--- src/rtl/sdram_init_if.sv ---
// SDRAM init sequencer bus: command/address pins towards the SDRAM, plus the
// re-init request and completion flag exchanged with the SDRAM controller.
interface sdram_init_if;
    logic        reinit_req;
    logic        sdram_cke;
    logic [3:0]  sdram_cmd;
    logic [12:0] sdram_addr;
    logic [1:0]  sdram_ba;
    logic        init_done;

    modport master (
        input  reinit_req,
        output sdram_cke, sdram_cmd, sdram_addr, sdram_ba, init_done
    );
    modport slave (
        output reinit_req,
        input  sdram_cke, sdram_cmd, sdram_addr, sdram_ba, init_done
    );
endinterface

--- src/rtl/sdram_init_seq.sv ---
// SDRAM power-up sequencer: wait, PRECHARGE ALL, N x AUTO REFRESH, LOAD MODE, done.
// Optional feature macro SDRAM_INIT_FAST_SIM_EN shortens the power-up wait to 64 cycles.
module sdram_init_seq #(
    parameter int          CLK_FREQ_MHZ = 100,
    parameter int          T_POWERUP_US = 200,
    parameter int          T_RP         = 2,
    parameter int          T_RFC        = 7,
    parameter int          T_MRD        = 2,
    parameter int          N_REFRESH    = 8,
    parameter logic [12:0] MODE_REG     = 13'h0032
) (
    input  logic          clk,
    input  logic          rst,
    sdram_init_if.master  bus
);
`ifdef SDRAM_INIT_FAST_SIM_EN
    localparam int W = 64;
`else
    localparam int W = T_POWERUP_US * CLK_FREQ_MHZ;
`endif
    localparam int CW = $clog2(W + 1);

    localparam logic [CW-1:0] W_C    = CW'(W);
    localparam logic [CW-1:0] RP_M1  = CW'(T_RP - 1);
    localparam logic [CW-1:0] RFC_M1 = CW'(T_RFC - 1);
    localparam logic [CW-1:0] MRD_M1 = CW'(T_MRD - 1);
    localparam logic [CW-1:0] ONE    = CW'(1);
    localparam logic [3:0]    N_C    = 4'(N_REFRESH);

    localparam logic [3:0] CMD_INHIBIT = 4'b1111;
    localparam logic [3:0] CMD_NOP     = 4'b0111;
    localparam logic [3:0] CMD_PRE     = 4'b0010;
    localparam logic [3:0] CMD_REF     = 4'b0001;
    localparam logic [3:0] CMD_LMR     = 4'b0000;

    typedef enum logic [2:0] {
        S_WAIT, S_PRE, S_PRE_WAIT, S_REF, S_REF_WAIT, S_MRS, S_MRS_WAIT, S_DONE
    } state_t;

    state_t          state_q, state_d;
    logic [CW-1:0]   wait_q, wait_d;
    logic [3:0]      ref_q, ref_d;
    logic            cke_q, done_q;
    logic [3:0]      cmd_q;
    logic [12:0]     addr_q;
    logic [1:0]      ba_q;

    // state_q names the command interval currently on the pins; each wait state
    // counts the NOP cycles already emitted since its command.
    always_comb begin
        state_d = state_q;
        wait_d  = wait_q;
        ref_d   = ref_q;
        case (state_q)
            S_WAIT: begin
                if (wait_q < W_C) begin
                    wait_d = wait_q + ONE;
                end else begin
                    state_d = S_PRE;
                    wait_d  = '0;
                end
            end
            S_PRE, S_PRE_WAIT: begin
                if (state_q == S_PRE && T_RP > 1) begin
                    state_d = S_PRE_WAIT;
                    wait_d  = ONE;
                end else if (state_q == S_PRE_WAIT && wait_q < RP_M1) begin
                    wait_d = wait_q + ONE;
                end else begin
                    state_d = S_REF;
                    wait_d  = '0;
                    ref_d   = ref_q + 4'd1;
                end
            end
            S_REF, S_REF_WAIT: begin
                if (state_q == S_REF && T_RFC > 1) begin
                    state_d = S_REF_WAIT;
                    wait_d  = ONE;
                end else if (state_q == S_REF_WAIT && wait_q < RFC_M1) begin
                    wait_d = wait_q + ONE;
                end else if (ref_q < N_C) begin
                    state_d = S_REF;
                    wait_d  = '0;
                    ref_d   = ref_q + 4'd1;
                end else begin
                    state_d = S_MRS;
                    wait_d  = '0;
                end
            end
            S_MRS, S_MRS_WAIT: begin
                if (state_q == S_MRS && T_MRD > 1) begin
                    state_d = S_MRS_WAIT;
                    wait_d  = ONE;
                end else if (state_q == S_MRS_WAIT && wait_q < MRD_M1) begin
                    wait_d = wait_q + ONE;
                end else begin
                    state_d = S_DONE;
                    wait_d  = '0;
                end
            end
            S_DONE: begin
                // Re-init skips the power-up wait and starts at PRECHARGE.
                if (bus.reinit_req) begin
                    state_d = S_PRE;
                    wait_d  = '0;
                    ref_d   = '0;
                end
            end
            default: begin
                state_d = S_WAIT;
                wait_d  = '0;
                ref_d   = '0;
            end
        endcase
    end

    always_ff @(posedge clk) begin
        if (rst) begin
            state_q <= S_WAIT;
            wait_q  <= '0;
            ref_q   <= '0;
            cke_q   <= 1'b0;
            cmd_q   <= CMD_INHIBIT;
            addr_q  <= '0;
            ba_q    <= '0;
            done_q  <= 1'b0;
        end else begin
            state_q <= state_d;
            wait_q  <= wait_d;
            ref_q   <= ref_d;
            cke_q   <= 1'b1;
            ba_q    <= '0;
            done_q  <= (state_d == S_DONE);
            case (state_d)
                S_PRE: begin
                    cmd_q  <= CMD_PRE;
                    addr_q <= 13'h0400;
                end
                S_REF: begin
                    cmd_q  <= CMD_REF;
                    addr_q <= '0;
                end
                S_MRS: begin
                    cmd_q  <= CMD_LMR;
                    addr_q <= MODE_REG;
                end
                default: begin
                    cmd_q  <= CMD_NOP;
                    addr_q <= '0;
                end
            endcase
        end
    end

    assign bus.sdram_cke  = cke_q;
    assign bus.sdram_cmd  = cmd_q;
    assign bus.sdram_addr = addr_q;
    assign bus.sdram_ba   = ba_q;
    assign bus.init_done  = done_q;
endmodule

--- src/flat_wrapper.sv ---
// flat-port wrapper written by rule: the top's interface ports become plain ports
module sdram_init_seq_flat 
#(
    parameter int          CLK_FREQ_MHZ = 100,
    parameter int          T_POWERUP_US = 200,
    parameter int          T_RP         = 2,
    parameter int          T_RFC        = 7,
    parameter int          T_MRD        = 2,
    parameter int          N_REFRESH    = 8,
    parameter logic [12:0] MODE_REG     = 13'h0032
)
  (clk, rst, bus_reinit_req, bus_sdram_cke, bus_sdram_cmd, bus_sdram_addr, bus_sdram_ba, bus_init_done);
  sdram_init_if bus_i ();
  input  logic clk;
  input  logic rst;
  input wire logic [$bits(bus_i.reinit_req)-1:0] bus_reinit_req;
  output wire logic [$bits(bus_i.sdram_cke)-1:0] bus_sdram_cke;
  output wire logic [$bits(bus_i.sdram_cmd)-1:0] bus_sdram_cmd;
  output wire logic [$bits(bus_i.sdram_addr)-1:0] bus_sdram_addr;
  output wire logic [$bits(bus_i.sdram_ba)-1:0] bus_sdram_ba;
  output wire logic [$bits(bus_i.init_done)-1:0] bus_init_done;
  assign bus_i.reinit_req = bus_reinit_req;
  assign bus_sdram_cke = bus_i.sdram_cke;
  assign bus_sdram_cmd = bus_i.sdram_cmd;
  assign bus_sdram_addr = bus_i.sdram_addr;
  assign bus_sdram_ba = bus_i.sdram_ba;
  assign bus_init_done = bus_i.init_done;
  sdram_init_seq #(.CLK_FREQ_MHZ(CLK_FREQ_MHZ), .T_POWERUP_US(T_POWERUP_US), .T_RP(T_RP), .T_RFC(T_RFC), .T_MRD(T_MRD), .N_REFRESH(N_REFRESH), .MODE_REG(MODE_REG)) u_core (.clk(clk), .rst(rst), .bus(bus_i));
endmodule
--- config.mk ---
export PLATFORM = sky130hd
export DESIGN_NAME = sdram_init_seq_flat
export DESIGN_NICKNAME = d
export VERILOG_FILES = /design/src/rtl/sdram_init_if.sv /design/src/rtl/sdram_init_seq.sv /design/src/flat_wrapper.sv
export SDC_FILE = /design/constraint.sdc
export NUM_CORES = 1
export LEC_CHECK = 0
export BUFFER_PORTS_ARGS = -buffer_cell sky130_fd_sc_hd__buf_2
export CELL_PAD_IN_SITES_DETAIL_PLACEMENT = 0
export CELL_PAD_IN_SITES_GLOBAL_PLACEMENT = 2
export CORE_AREA = 2 2 86 88
export DETAILED_ROUTE_END_ITERATION = 16
export DIE_AREA = 0 0 88 90
export PLACE_DENSITY = 0.55
export SLEW_MARGIN = 30
export SYNTH_ARGS = -nofsm -noshare
export SYNTH_HDL_FRONTEND = slang
export SYNTH_SLANG_ARGS = --single-unit
--- constraint.sdc ---
create_clock -name clk -period 1.62 [get_ports clk]
set_input_delay 0.324 -clock clk [delete_from_list [all_inputs] [get_ports clk]]
set_output_delay 0.324 -clock clk [all_outputs]
set_load 0.02 [all_outputs]
==> flow_summary.ini <==
[status]
status = finished with violations
violations = setup timing

[placement]
dp_hpwl_microns = 3200
post-place-ws_ps = -109
portBuffers = 12
gp_congestion = 0.811

[clocking]
htreeDepth = 2
cts_buffers = 5
cts-root-buf = clkbuf_8
clk_path_buf_depth = 2
insertion_delay_ps = 280
cts_tree = built
holdBufCountCts = 0
path_clk_slew_ps = 70
cts_sinks = 30

[routing]
routed_via_density = 4.40
ant_nets = 0
vias = 1446
routed_wl_microns = 4150
wl_per_cell_microns = 12.6
drt_iter0_drc = 93
drc = 0
drtPass1Iterations = 4

[synthesis]
synth_edf_count = 0
yosys_warnings = 0
async_flop_share_pct = 0
synth_top_area_share_pct = 36.7
netlist.top_cell.by_area = dfxtp_1
ys_seq_area_share_pct = 36.7
post-synth-top-count-cell = dfxtp_1
synthCells = 182
synth_area_sq_um = 1640
synth_common_cells = dfxtp_1, buf_4, nor2_1
ys_types = 44
synth_flop_cell = dfxtp_1
ys_seq_elements = 30
synth.area.top_cells = dfxtp_1, buf_4, xor2_1
avgSynthCellArea_sq_um = 8.99

[global_routing]
grt_pass1_wl_microns = 7070
grt.total_usage_pct = 11.4
antenna_found_initial = 0
grt_pass1_vias = 1492
grt_overflow = 0
grt_max_degree = 12

[floorplan]
die_width_microns = 88
die_y_microns = 90
core_sq_um = 7020
start_util_pct = 23.3
die_area_sq_um = 7920
io_pins = 24
rows = 31

[min_path]
hp-class = input port to flip-flop

[critical_path]
crit_chain = nor4_4 > nand4_1 > o21a_2 > a31oi_1 > a41o_1
crit_path_end_kind = flip-flop
critPathRequiredTime_ps = 1850
path_class = flip-flop to flip-flop
cp_slowest_stage_delay_ps = 370
critPathLaunchType = flip-flop
crit_arrival_ps = 1900
critPathMaxFanout = 5
cpMaxStageDelayCell = nor4_4

[timing]
holdWs_ps = 287
setup_violations = 18
hold_viol_final = 0
fin_ws_ps = -44.5
clock_skew_ps = 8.21
finalCritPeriodShare_pct = 103
fmax_mhz = 601
min_period_ps = 1660
fin_setup_tns_ps = -316
drv_slew = 0
rsz0062_at_grt = yes

[job]
maxCapViolations = 0

[power_and_ir_drop]
power_mw = 1.51
leakage_nw = 0.927
p_per_area_nw_per_um2 = 690
peakVddDrop_mv = 0.272

[cells_and_area]
area_growth_pct = 33.5
drive_above_1_share_pct = 41.3
fin_nets = 234
diodes = 0
## power by group
group          switching (mW)  total (mW)  leakage (nW)  internal [mW]
combinational          0.0727       0.113         0.633         0.0404
sequential            0.00832       0.755         0.247          0.746
clock                   0.299       0.640        0.0472          0.341
## routing by layer
metal	global-route usage (%)	vias to the layer above	share of wire, %
li1	-	716	-
met1	13.6	690	43
met2	19.6	30	52
met3	2.48	10	3.4
met4	3.97	0	2.0
met5	0	-	0
## registers in the layout, summed over array words and instances, names as in the netlist
| register | count |
|---|---|
| u_core.bus.init_done | 1 |
| u_core.bus.sdram_addr | 2 |
| u_core.bus.sdram_cke | 1 |
| u_core.bus.sdram_cmd | 4 |
| u_core.ref_q | 4 |
| u_core.state_q | 3 |
| u_core.wait_q | 15 |
## repair_timing
item / 4_1_cts / 5_1_grt
pin swaps: 5 / 5
setup endpoints to repair: 19 / 26
setup buffers: 1 / 3
gates resized for setup: 8 / 16
endpoints found under the hold margin: 0 / 0
## per-stage QoR
step / cells / area (sq um) / utilization [%]
floorplan: 192 / 1670 / -
global placement: 317 / 1990 / 28.4
detailed placement: 317 / 1990 / 28.4
CTS: 326 / 2120 / 30.2
global route: 329 / 2180 / 31.1
finish: 329 / 2180 / 31.1
## kinds of logic after synthesis
kind of cell | Yosys count | synth area share, %
DFF | 30 | 36.7
and+or+nand+nor | 84 | 32.2
AOI/OAI and AO/OA | 29 | 13.2
other | 1 | 0.229
buffers and inverters | 23 | 9.03
muxes | 1 | 0.612
adders and majority gates | 2 | 1.53
xor gates and xnor gates | 12 | 6.43
## placed cells by master (no fill, tap or decap), types with 4 or more instances in the layout
master	n
a21oi_1	6
conb_1	11
and3_1	4
nor2_2	10
buf_4	38
nand3_1	8
nand4_1	6
nand2_1	11
dfxtp_1	23
nor2_1	12
buf_2	12
xor2_1	10
clkbuf_8	6
dfxtp_2	7
## worst paths after layout
check / to / cells after the start / startpoint / slack [ps]
max: u_core.ref_q[2] / 5 / u_core.wait_q[8] / -40
min: u_core.bus.sdram_cmd[3] / 1 / rst / 290
max reg2reg: u_core.ref_q[2] / 5 / u_core.wait_q[8] / -40
min reg2reg: u_core.ref_q[1] / 2 / u_core.ref_q[1] / 500
## area by class of cell
| type | count | area (sq um) |
|---|---|---|
| Multi-Input combinational cell | 139 | 982 |
| Tap cell | 99 | 124 |
| Sequential cell | 30 | 609 |
| Clock inverter | 2 | 12.5 |
| Inverter | 2 | 7.51 |
| Timing Repair Buffer | 51 | 365 |
| Clock buffer | 6 | 82.6 |
| Fill cell | 756 | 4840 |
## critical path: cells and delay by family, from the launching register on
kind / cells / cell delay (ps)
AO/OA/AOI/OAI: 3 / 620
AND/OR/NAND/NOR: 2 / 670
flip-flops: 1 / 330
Power figures use the tool's default switching activity.
